===== src/rtl/stack_manager.sv =====
// Operand stack controller: the top two entries are held in registers, deeper entries spill to a sync-RAM.
// Optional `STACK_CLEAR_EN adds a synchronous 'clear' input that empties the stack and keeps the error flags.
//
// state | meaning
// ------+----------------------------------------------------------
// IDLE  | accepting ops (op_ready=1)
// FILL  | refilling second_of_stack from mem read data (op_ready=0)
module stack_manager #(
  parameter int DATA_W = 16,
  parameter int DEPTH  = 16,
  parameter int CNT_W  = 5
) (
  input  logic              CLK,
  input  logic              reset,
`ifdef STACK_CLEAR_EN
  input  logic              clear,
`endif
  input  logic              op_valid,
  output logic              op_ready,
  input  logic [2:0]        op,
  input  logic [DATA_W-1:0] wr_data,
  output logic [DATA_W-1:0] top_of_stack,
  output logic [DATA_W-1:0] second_of_stack,
  output logic [CNT_W-1:0]  depth,
  output logic              err_overflow,
  output logic              err_underflow
);

  localparam int MEM_D = DEPTH - 2;
  localparam int AW    = (MEM_D > 1) ? $clog2(MEM_D) : 1;

  localparam logic [2:0] OP_PUSH     = 3'b001;
  localparam logic [2:0] OP_POP      = 3'b010;
  localparam logic [2:0] OP_DUP      = 3'b011;
  localparam logic [2:0] OP_SWAP     = 3'b100;
  localparam logic [2:0] OP_REPLACE2 = 3'b101;

  localparam logic [CNT_W-1:0] D_FULL = CNT_W'(DEPTH);
  localparam logic [CNT_W-1:0] D_ONE  = CNT_W'(1);
  localparam logic [CNT_W-1:0] D_TWO  = CNT_W'(2);
  localparam logic [CNT_W-1:0] D_THR  = CNT_W'(3);

  typedef enum logic {S_IDLE, S_FILL} state_t;

  state_t              state, state_n;
  logic [DATA_W-1:0]   top_q, top_n;
  logic [DATA_W-1:0]   second_q, second_n;
  logic [CNT_W-1:0]    depth_q, depth_n;
  logic                ovf_q, ovf_n;
  logic                unf_q, unf_n;

  logic [DATA_W-1:0]   mem [MEM_D];
  logic [DATA_W-1:0]   rd_q;
  logic                mem_we, mem_re;
  logic [AW-1:0]       mem_waddr, mem_raddr;
  logic                clr;

`ifdef STACK_CLEAR_EN
  assign clr = clear;
`else
  assign clr = 1'b0;
`endif

  assign op_ready        = (state == S_IDLE) && !clr;
  assign top_of_stack    = top_q;
  assign second_of_stack = second_q;
  assign depth           = depth_q;
  assign err_overflow    = ovf_q;
  assign err_underflow   = unf_q;

  // Second moves to mem[d-2] on a push; mem[d-3] becomes the new second on a pop.
  assign mem_waddr = AW'(depth_q - D_TWO);
  assign mem_raddr = AW'(depth_q - D_THR);

  always_ff @(posedge CLK or posedge reset) begin
    if (reset) begin
      state    <= S_IDLE;
      top_q    <= '0;
      second_q <= '0;
      depth_q  <= '0;
      ovf_q    <= 1'b0;
      unf_q    <= 1'b0;
    end else begin
      state    <= state_n;
      top_q    <= top_n;
      second_q <= second_n;
      depth_q  <= depth_n;
      ovf_q    <= ovf_n;
      unf_q    <= unf_n;
    end
  end

  always_ff @(posedge CLK) begin
    if (mem_we) mem[mem_waddr] <= second_q;
    if (mem_re) rd_q <= mem[mem_raddr];
  end

  always_comb begin
    state_n  = state;
    top_n    = top_q;
    second_n = second_q;
    depth_n  = depth_q;
    ovf_n    = ovf_q;
    unf_n    = unf_q;
    mem_we   = 1'b0;
    mem_re   = 1'b0;

    if (clr) begin
      state_n  = S_IDLE;
      top_n    = '0;
      second_n = '0;
      depth_n  = '0;
    end else begin
      case (state)
        S_FILL: begin
          second_n = rd_q;
          state_n  = S_IDLE;
        end
        default: begin
          if (op_valid) begin
            case (op)
              OP_PUSH, OP_DUP: begin
                if (op == OP_DUP && depth_q == '0) begin
                  unf_n = 1'b1;
                end else if (depth_q == D_FULL) begin
                  ovf_n = 1'b1;
                end else begin
                  top_n    = (op == OP_DUP) ? top_q : wr_data;
                  second_n = top_q;
                  depth_n  = depth_q + D_ONE;
                  mem_we   = (depth_q >= D_TWO);
                end
              end
              OP_POP: begin
                if (depth_q == '0) begin
                  unf_n = 1'b1;
                end else begin
                  top_n   = second_q;
                  depth_n = depth_q - D_ONE;
                  if (depth_q >= D_THR) begin
                    mem_re  = 1'b1;
                    state_n = S_FILL;
                  end else begin
                    second_n = '0;
                  end
                end
              end
              OP_SWAP: begin
                if (depth_q < D_TWO) begin
                  unf_n = 1'b1;
                end else begin
                  top_n    = second_q;
                  second_n = top_q;
                end
              end
              OP_REPLACE2: begin
                if (depth_q < D_TWO) begin
                  unf_n = 1'b1;
                end else begin
                  top_n   = wr_data;
                  depth_n = depth_q - D_ONE;
                  if (depth_q >= D_THR) begin
                    mem_re  = 1'b1;
                    state_n = S_FILL;
                  end else begin
                    second_n = '0;
                  end
                end
              end
              default: ;
            endcase
          end
        end
      endcase
    end
  end

endmodule


===== config.mk =====
export PLATFORM = sky130hd
export DESIGN_NAME = stack_manager
export DESIGN_NICKNAME = d
export VERILOG_FILES = /design/src/rtl/stack_manager.sv
export SDC_FILE = /design/constraint.sdc
export NUM_CORES = 1
export LEC_CHECK = 0
export ABC_AREA = 1
export BUFFER_PORTS_ARGS = -buffer_cell sky130_fd_sc_hd__buf_2
export CAP_MARGIN = 20
export CORE_MARGIN = 3
export CORE_UTILIZATION = 35
export DETAILED_ROUTE_END_ITERATION = 7
export PLACE_DENSITY = 0.61
export SYNTH_ARGS = -nofsm -noshare
export SYNTH_HDL_FRONTEND = slang
export SYNTH_SLANG_ARGS = --single-unit

===== constraint.sdc =====
create_clock -name CLK -period 3.6 [get_ports CLK]
set_clock_uncertainty 0.05 [all_clocks]
set_input_delay 0.54 -clock CLK [delete_from_list [all_inputs] [get_ports CLK]]
set_output_delay 0.54 -clock CLK [all_outputs]
set_load 0.05 [all_outputs]

==> results of run 1 <==
worst max-delay path: cells and delay by family (launching register included):
family          cells  cell delay, ns
buf+inv             2            0.48
fa+ha+maj           1            0.45
simple gates        1            0.11
flops               1            0.74
compound gates      3            0.72
power by group through the flow:
stage,sequential [mW],combinational [mW],clock (mW)
floorplan,5.37,2.79,0
global placement,4.71,5.21,0
detailed placement,4.71,5.27,0
CTS,4.65,5.29,2.81
global route,4.69,5.79,2.96
finish,4.65,5.26,2.77
cell usage after synthesis (2+ instances only):
| cell | count | share of area [%] |
|---|---|---|
| edfxtp_1 | 240 | 60 |
| nand2_1 | 188 | 5.9 |
| nor2_1 | 162 | 5.1 |
| o21ai_0 | 127 | 5.3 |
| nand3_1 | 87 | 3.6 |
| dfrtp_1 | 40 | 8.3 |
| clkbuf_1 | 30 | 0.94 |
| buf_2 | 22 | 0.92 |
| inv_1 | 20 | 0.62 |
| a21oi_1 | 19 | 0.79 |
| o211ai_1 | 18 | 1.1 |
| mux2i_1 | 16 | 1.3 |
| o22ai_1 | 16 | 0.83 |
| o211ai_2 | 14 | 1.5 |
| ha_1 | 9 | 0.94 |
| inv_2 | 7 | 0.22 |
| o21ai_1 | 7 | 0.29 |
| nand4_1 | 6 | 0.31 |
| buf_4 | 4 | 0.25 |
| buf_6 | 4 | 0.37 |
| nand3_2 | 3 | 0.25 |
| nor2_2 | 3 | 0.16 |
| nand2_2 | 2 | 0.10 |
| nor2_4 | 2 | 0.19 |
| o21bai_1 | 2 | 0.12 |
| xor2_1 | 2 | 0.15 |
logic make-up after synthesis:
group	synth area share (%)
compound gates	9.92
fa+ha+maj	1.10
mux	1.33
flops	68.3
simple gates	15.6
buf+inv	3.39
xor+xnor	0.354
final timing paths:
| kind | startpoint | to | slack [ns] | depth (start not counted) |
|---|---|---|---|---|
| worst max-delay path | depth[0] | rd_q[5] | 0.79 | 7 |
| worst min-delay path | reset | top_of_stack[13] | 0.12 | 2 |
| worst max register to register | depth[0] | rd_q[5] | 0.79 | 7 |
| worst min register to register | err_underflow | err_underflow | 0.41 | 2 |
| max in group asynchronous | reset | depth[0] | 2.68 | 2 |
| min in group CLK | wr_data[11] | top_of_stack[11] | 0.28 | 5 |
per-stage QoR:
stage | instances | hold WS [ns] | area (sq um) | setup slack (ns) | power (mW)
after floorplan | 1055 | 0.496 | 12000 | 0.229 | 8.16
after global placement | 1543 | 0.401 | 12900 | 0.864 | 9.93
after detailed placement | 1543 | 0.395 | 12900 | 0.822 | 9.99
after CTS | 1597 | 0.152 | 13800 | 0.832 | 12.7
after global routing | 1597 | 0.192 | 13800 | 0.614 | 13.4
final | 1597 | 0.124 | 13800 | 0.786 | 12.7
final cells by class:
class	count	area [sq um]
Sequential cell	280	8210
Timing Repair Buffer	101	631
Inverter	28	105
Fill cell	3219	19900
Multi-Input combinational cell	686	3420
Tap cell	448	561
Clock inverter	10	83.8
Clock buffer	44	782
routing by layer:
layer | up-vias | GRT usage [%] | routed length (um)
li1 | 3874 | - | -
met1 | 4106 | 24.6 | 14100
met2 | 284 | 27.9 | 14700
met3 | 53 | 3.10 | 2060
met4 | 2 | 4.21 | 726
met5 | - | 0 | 17
layout by cell type (no fill, tap or decap), drive strengths merged:
cell type    n
a21oi       19
buf        101
bufinv       1
clkbuf      44
clkinv       8
dfrtp       40
edfxtp     240
fa           1
ha           9
inv         29
mux2i       16
nand2      190
nand3       90
nand4        6
nor2       167
o211ai      32
o21ai      134
o21bai       2
o22ai       16
xnor2        1
xor2         3
flip-flops by register name, indices dropped and copies added (netlist names):
name,flops
mem,224
rd_q,16
second_of_stack,16
top_of_stack,16
depth,5
err_overflow,1
err_underflow,1
state,1
==> impl_metrics.csv, run 1 <==
group,metric,value,unit
synthesis,synthCells,1055,
detailed_routing,first_pass_iters,5,
finish,finalNetCount,1158,
clock_tree,cts_tree,"done",
worst_setup_path,critPathLaunchType,"flop",
synthesis,async_reset_ff_share,14.3,%
clock_tree,cts_setup_buffers,0,
placed_design,port_buffers,61,
sta,tns,0,ns
detailed_routing,first_iter_violations,687,
global_route,gr-total-overflow,0,
synthesis,synthesis.nets,1087,
synthesis,synth_seq_cells,280,
worst_setup_path,max_stage_delay,0.74,ns
detailed_routing,wire_per_inst,19.8,um
synthesis,yosysWarnings,0,
pwr,power.share.combinational,41.5,%
die,floorplan.initialDensity,35.6,%
pwr,powerDensity,919,nW/um^2
global_route,antenna_found_initial,1,
sta,worst_pin_slew,0.933,ns
clock_tree,cts.path.max_buffers,3,
worst_setup_path,cp-end-kind,"flop",
finish,area_growth_syn_to_layout,14.8,%
finish,layout-drive-gt1-share,15.3,%
worst_setup_path,worstPathRequired,3.85,ns
synthesis,yosysSeqAreaShare,68.3,%
finish,diodes,0,
clock_tree,post_cts_resized,0,
pwr,p_seq_share,36.7,%
pwr,leakage,5.25,nW
placed_design,hpwl,19800,um
worst_setup_path,path_cells,"inv_2, ha_2, inv_1, o21ai_0, o22ai_1, o21ai_0, nand2_1",
worst_setup_path,worst_path_max_delay_cell,"dfrtp_4",
sta,fin_crit_sh,78.2,%
clock_tree,cts_root_buf,"clkbuf_16",
clock_tree,clk_pin_slew,0.06,ns
die,die_h,191,um
die,die_w,191,um
pwr,power_frac_clock,21.8,%
synthesis,netlist_area,12000,sq um
pwr,vdd_ir_drop_max,0.000593,V
clock_tree,insertion_delay,0.56,ns
clock_tree,cts_made_buffers,29,
synthesis,synth_area_per_cell,11.4,sq um
worst_setup_path,cp_max_fo,39,
detailed_routing,ant_nets,0,
clock_tree,cts_num_sinks,280,
clock_tree,htree_levels,1,
global_route,grt_pass1_wl,48700,um
clock_tree,cts-hold-fix-buffers,0,
global_route,grt_pass1_vias,8082,
sta,fin_crit,2.81,ns
min_path,min_path_type,"input pin to asynchronous set/reset pin",
sta,slew_headroom,37.8,%
sta,max_freq,355,MHz
detailed_routing,vias_per_cell,5.21,
worst_setup_path,cp_data_arrival_time,3.06,ns
detailed_routing,vias,8319,
detailed_routing,drc_errors,0,
sta,hold_viol,0,
placed_design,place.gp.congestion,0.846,
global_route,track_usage,17.4,%
sta,slew_viol_final,0,
pwr,p_sw_share,42.5,%
finish,utilization,40.9,%
worst_setup_path,crit_top_cell,"o21ai_0",
synthesis,synth_cell_types,31,
synthesis,ys.flop_type,"edfxtp_1",
sta,rsz0062_at_grt,"no",
detailed_routing,drt_wl_total,31600,um
worst_setup_path,crit_type,"flop to flop",
sta,finalSetupViolations,0,
pwr,internal_power,7.29,mW
outcome,status,"finished, final reports clean",
pwr,p_switching,5.39,mW
global_route,grt_max_degree,84,
die,ios,62,
die,core,33700,sq um
synthesis,synth-edff-count,240,
die,core.rowCount,67,
run,cap_viol_max_count,0,
die,die_area,36600,sq um
Power figures use the tool's default switching activity.
==> run 2: changes to the inputs <==
ABC_AREA = 0   (was 1)
PLACE_DENSITY = 0.63   (was 0.61)
clock period = 2.5 ns   (was 3.6 ns; I/O delays follow)
==> impl_metrics.csv, run 2 <==
group,metric,value,unit
worst_setup_path,crit_type,"flop to flop",
pwr,powerDensity,1310,nW/um^2
synthesis,synthesis.nets,650,
worst_setup_path,r2r_slack,0.19,ns
synthesis,synth_cell_types,47,
sta,slew_headroom,57.5,%
placed_design,port_buffers,61,
worst_setup_path,cp_max_fo,16,
synthesis,netlist_area,11500,sq um
detailed_routing,first_iter_violations,424,
global_route,grt_pass1_vias,6408,
pwr,power_frac_clock,22.7,%
synthesis,synth_top_area_share,62.9,%
finish,largest_reg_flops,224,
sta,hold_viol,0,
synthesis,synthAdderAreaFrac,1.16,%
finish,layout-drive-gt1-share,33.7,%
run,cap_viol_max_count,0,
synthesis,synth-edff-count,240,
global_route,grt_max_degree,40,
global_route,top_usage_layer,"met2",
pwr,p_seq_share,38.6,%
worst_setup_path,worst_path_max_delay_cell,"and2_2",
global_route,track_usage,14.7,%
worst_setup_path,regToRegEndpoint,"mem[10][1]",
finish,regArea,8210,sq um
sta,rsz0062_at_grt,"no",
synthesis,synth_xor_area_share,0.688,%
min_path,hp-start,"wr_data[14]",
global_route,grt_util_met1,19.8,%
finish,top_register,"mem",
placed_design,hpwl,15400,um
die,ios,62,
synthesis,synthSimpleGateAreaFrac,3.83,%
global_route,grt_pass1_wl,39900,um
global_route,met2_usage,25.0,%
worst_setup_path,critPathLaunchType,"flop",
die,core.rowCount,65,
placed_design,place.gp.congestion,0.768,
synthesis,synth_seq_cells,280,
clock_tree,clk_pin_slew,0.06,ns
min_path,min_to,"top_of_stack[14]",
sta,slew_viol_final,0,
clock_tree,cts_made_buffers,28,
clock_tree,cts_tree,"done",
min_path,min_path_type,"input pin to flop",
die,floorplan.initialDensity,36.0,%
worst_setup_path,worstPathRequired,2.61,ns
detailed_routing,first_pass_iters,4,
synthesis,yosysMostFrequentCell,"edfxtp_1",
finish,area_growth_syn_to_layout,19.9,%
finish,utilization,43.1,%
clock_tree,cts_num_sinks,280,
synthesis,synth_area_per_cell,18.5,sq um
synthesis,synth_compound_area_share,5.63,%
min_path,hold_depth,3,
synthesis,synth_area_leaders,"edfxtp_1 63%, mux4_2 9.4%, dfrtp_1 8.7%",
sta,worst_pin_slew,0.637,ns
pwr,vdd_ir_drop_max,0.000667,V
synthesis,synth_common_cells,"240 x edfxtp_1, 65 x mux2i_1, 48 x mux4_2",
pwr,p_sw_share,36.7,%
clock_tree,cts_setup_buffers,0,
synthesis,async_reset_ff_share,14.3,%
global_route,met3_usage,2.19,%
detailed_routing,wire_per_inst,21.3,um
die,die_w,187,um
die,die_area,35000,sq um
synthesis,synth_mux_area_share,15.2,%
finish,multiInputGateArea,3210,sq um
detailed_routing,vias_per_cell,4.97,
global_route,antenna_found_initial,0,
finish,final_common_cell,"edfxtp_1",
outcome,status,"finished, final reports clean",
synthesis,synth_top_family_by_area,"multiplexers",
pwr,power.share.combinational,38.6,%
clock_tree,cts_root_buf,"clkbuf_16",
sta,finalSetupViolations,0,
detailed_routing,vias,5874,
die,die_h,187,um
sta,tns,0,ns
finish,final_cell_mix,"240 x edfxtp_1, 65 x mux2i_1, 61 x buf_2, 48 x mux4_2",
finish,diodes,0,
worst_setup_path,path_cells,"inv_8, ha_1, inv_2, o21ai_2, nand4_1, buf_4, nor2_1, and2_2",
worst_setup_path,ff2ff_path_depth,8,
worst_setup_path,reg2reg_from,"depth[0]",
clock_tree,cts.path.max_buffers,3,
pwr,p_switching,6.61,mW
synthesis,yosysSeqAreaShare,71.6,%
detailed_routing,drc_errors,0,
synthesis,synthCells,618,
die,core,31900,sq um
global_route,gr-total-overflow,0,
synthesis,ys.flop_type,"edfxtp_1",
clock_tree,htree_levels,1,
detailed_routing,drt_wl_total,25200,um
detailed_routing,ant_nets,0,
clock_tree,cts-hold-fix-buffers,1,
worst_setup_path,cp-end-kind,"flop",
clock_tree,post_cts_resized,0,
worst_setup_path,max_stage_delay,0.56,ns
clock_tree,insertion_delay,0.54,ns
pwr,leakage,4.73,nW
worst_setup_path,cp_data_arrival_time,2.43,ns
finish,finalNetCount,758,
synthesis,post-synth-top-area-cell,"edfxtp_1",
sta,fin_crit,2.31,ns
finish,nFillCells,2836,
sta,fin_crit_sh,92.5,%
pwr,internal_power,11.4,mW
synthesis,yosysWarnings,0,
sta,max_freq,432,MHz
-- run 2: cell count changes after synthesis, sizes merged, moves of 21 or more --
cell,previous run,this run
inv,27,6
o211ai,32,1
mux2i,16,65
mux4,0,48
o21ai,134,7
nand3,90,2
nor2,167,39
nand2,190,6
-- run 2: worst max-delay path: cells and delay by family, from the launching register on --
family	cells	cell delay (ns)
simple gates	3	0.81
flops	1	0.50
buf+inv	3	0.28
fa+ha+maj	1	0.15
compound gates	1	0.14
-- run 2: area by class of cell --
class / instances / area share (%)
Sequential cell: 280 / 59.8
Multi-Input combinational cell: 299 / 23.4
Clock buffer: 41 / 5.97
Timing Repair Buffer: 111 / 5.97
Tap cell: 435 / 3.96
Clock inverter: 11 / 0.719
Inverter: 6 / 0.219
-- run 2: routing by layer --
metal,routed length [um],share of wire [%],up-vias
met5,0,0,-
met4,386,1.5,0
met3,1130,4.5,25
met2,12700,50,112
met1,11000,44,3048
li1,-,-,2689
-- run 2: worst max-delay path by stage --
stage,start,to,depth (start not counted)
CTS,depth[0],mem[10][4],8
detailed placement,op[1],depth[4],9
global placement,op[1],depth[4],9
floorplan,depth[0],mem[13][0],10
global route,depth[0],mem[10][3],8
finish,depth[0],mem[10][1],8
-- run 2: logic make-up after synthesis --
kind of cell | after synthesis
buffers and inverters | 39
xor gates and xnor gates | 9
and+or+nand+nor | 80
DFF | 280
muxes | 114
AOI/OAI and AO/OA | 86
adders and majority gates | 10
-- run 2: through the flow --
| stage | instance area (sq um) | hold slack [ns] | setup WS (ns) | power, mW | instances |
|---|---|---|---|---|---|
| 2_1_floorplan | 11700 | 0.447 | -0.440 | 12.0 | 618 |
| 3_3_place_gp | 12800 | 0.278 | 0.142 | 14.0 | 1130 |
| 3_5_place_dp | 12800 | 0.287 | 0.0944 | 14.1 | 1130 |
| 6_report | 13700 | 0.0725 | 0.187 | 18.0 | 1183 |
| 5_1_grt | 13700 | 0.0702 | 0.00157 | 19.0 | 1183 |
| 4_1_cts | 13700 | 0.0595 | 0.148 | 18.2 | 1183 |
-- run 2: power by group through the flow --
stage                     Clock, mW  Sequential (mW)  Combinational [mW]
after floorplan                   0             7.92                4.09
after global placement            0             7.02                7.01
after detailed placement          0             7.07                7.06
after CTS                      4.18             6.98                7.08
after global routing           4.39             7.07                7.57
final                          4.09             6.96                6.96
==> run 3: changes to the inputs <==
--- a/constraint.sdc
+++ b/constraint.sdc
@@ -4,2 +4,2 @@
 set_output_delay 0.375 -clock CLK [all_outputs]
-set_load 0.05 [all_outputs]
+set_load 0.01 [all_outputs]
==> impl_metrics.csv, run 3 (synthesis gave the netlist of run 2 again) <==
group,metric,value,unit
outcome,status,"finished, final reports clean",
sta,rsz0062_at_grt,"no",
finish,final_common_cell,"edfxtp_1",
clock_tree,cts_made_buffers,28,
detailed_routing,first_iter_violations,524,
sta,finalSetupViolations,0,
die,core,31900,sq um
worst_setup_path,worstPathRequired,2.91,ns
worst_setup_path,path_cells,"ha_1, nor4_2, a21oi_2, nor3_4, buf_4, o2bb2ai_1",
die,ios,62,
min_path,min_path_type,"input pin to flop",
worst_setup_path,worst_path_max_delay_cell,"dfrtp_4",
global_route,gr-total-overflow,0,
global_route,grt_pass1_vias,6051,
clock_tree,cts_root_buf,"clkbuf_16",
detailed_routing,vias_per_cell,5.08,
finish,largest_reg_flops,224,
placed_design,hpwl,15100,um
clock_tree,cts_tree,"done",
worst_setup_path,max_stage_delay,0.57,ns
sta,slew_headroom,50.8,%
die,die_h,187,um
run,cap_viol_max_count,0,
pwr,p_seq_share,41.2,%
pwr,fin_total_pwr,17.2,mW
worst_setup_path,cp_data_arrival_time,2.72,ns
detailed_routing,wire_per_inst,21.0,um
worst_setup_path,worst-path-buf-inv,1,
sta,hold_viol,0,
finish,diodes,0,
worst_setup_path,critPathLaunchType,"flop",
clock_tree,clk_pin_slew,0.06,ns
die,die_area,35000,sq um
clock_tree,insertion_delay,0.53,ns
pwr,vdd_ir_drop_max,0.000718,V
worst_setup_path,cp-end-kind,"flop",
pwr,p_sw_share,32.9,%
die,core.rowCount,65,
detailed_routing,vias,5928,
clock_tree,post_cts_resized,0,
placed_design,port_buffers,61,
sta,tns,0,ns
worst_setup_path,critPathTopFamily,"simple AND/OR/NAND/NOR gates",
placed_design,placed_cells,1116,
pwr,leakage,4.69,nW
die,die_w,187,um
clock_tree,cts_num_sinks,280,
finish,utilization,43.1,%
worst_setup_path,crit_type,"flop to flop",
clock_tree,htree_levels,1,
finish,layout-drive-gt1-share,32.2,%
placed_design,place.gp.congestion,0.731,
sta,hold_slack,0.0951,ns
global_route,grt_pass1_wl,37400,um
global_route,antenna_found_initial,0,
sta,worst_pin_slew,0.737,ns
sta,fin_crit_sh,92.4,%
global_route,track_usage,13.9,%
pwr,powerDensity,1250,nW/um^2
finish,fin_cells,1168,
finish,top_register,"mem",
sta,max_freq,433,MHz
finish,finalNetCount,744,
pwr,power_frac_clock,25.0,%
detailed_routing,drc_errors,0,
detailed_routing,ant_nets,0,
global_route,grt_max_degree,47,
finish,area_growth_syn_to_layout,19.8,%
finish,final_cell_mix,"240 x edfxtp_1, 65 x mux2i_1, 61 x buf_2, 48 x mux4_2, 39 x dfrtp_1",
pwr,power.share.combinational,33.8,%
sta,slew_viol_final,0,
die,floorplan.initialDensity,36.0,%
worst_setup_path,cp_max_fo,9,
sta,fin_crit,2.31,ns
detailed_routing,first_pass_iters,4,
detailed_routing,drt_wl_total,24600,um
pwr,p_switching,5.66,mW
clock_tree,cts.path.max_buffers,3,
pwr,internal_power,11.5,mW
==> run 3: changes by cell type in the layout (fill, tap and decap cells not counted), moves of 2 or more <==
cell	delta
bufinv_16	+3
clkbuf_1	-3
clkinv_1	+4
buf_12	+3
clkbuf_8	-2
buf_4	-17
==> run 3: worst paths after layout <==
path,startpoint,end,slack (ns),cells after the start
max,depth[0],second_of_stack[7],0.19,6
min,wr_data[13],top_of_stack[13],0.1,3
max reg2reg,depth[0],second_of_stack[7],0.19,6
min reg2reg,err_underflow,err_underflow,0.41,1
max in group asynchronous,reset,top_of_stack[11],1.25,4
min in group asynchronous,reset,top_of_stack[15],0.47,3
==> run 3: final cells by class <==
cell class | instances | area [sq um]
clock buffer | 36 | 782
multi-input combinational | 299 | 3230
sequential | 280 | 8210
tap | 435 | 544
clock inverter | 15 | 175
timing repair buffer | 97 | 753
inverter | 6 | 32.5
fill | 2839 | 18200
==> run 3: power by group through the flow <==
stage	Combinational (mW)	Clock, mW	Sequential (mW)
2_1_floorplan	4.01	0	7.00
3_3_place_gp	5.88	0	7.16
3_5_place_dp	5.92	0	7.19
4_1_cts	5.93	4.38	7.10
5_1_grt	6.30	4.58	7.20
6_report	5.80	4.30	7.09
==> run 3: stage by stage <==
stage / setup slack (ns) / cell area [sq um]
after floorplan: -0.273 / 11700
after global placement: 0.105 / 12800
after detailed placement: 0.0528 / 12800
after CTS: 0.169 / 13700
after global routing: 0.0110 / 13700
final: 0.190 / 13700
==> run 3: layer usage <==
| metal | track usage, % | wire, um | up-vias |
|---|---|---|---|
| met4 | 2.62 | 448 | 0 |
| li1 | - | - | 2666 |
| met3 | 2.19 | 1200 | 37 |
| met1 | 20.0 | 11300 | 3055 |
| met2 | 22.8 | 11700 | 170 |
| met5 | 0 | 0 | - |
==> run 3: repair_timing <==
| action | CTS | global route |
|---|---|---|
| hold endpoints to repair | 26 | 0 |
| hold buffers | 1 | 0 |
| setup buffers | 0 | 0 |
==> run 3: worst min-delay path, cell delays in order <==
cell and delay (ns):
buf_2 0.08, mux2i_1 0.05, a21oi_1 0.13
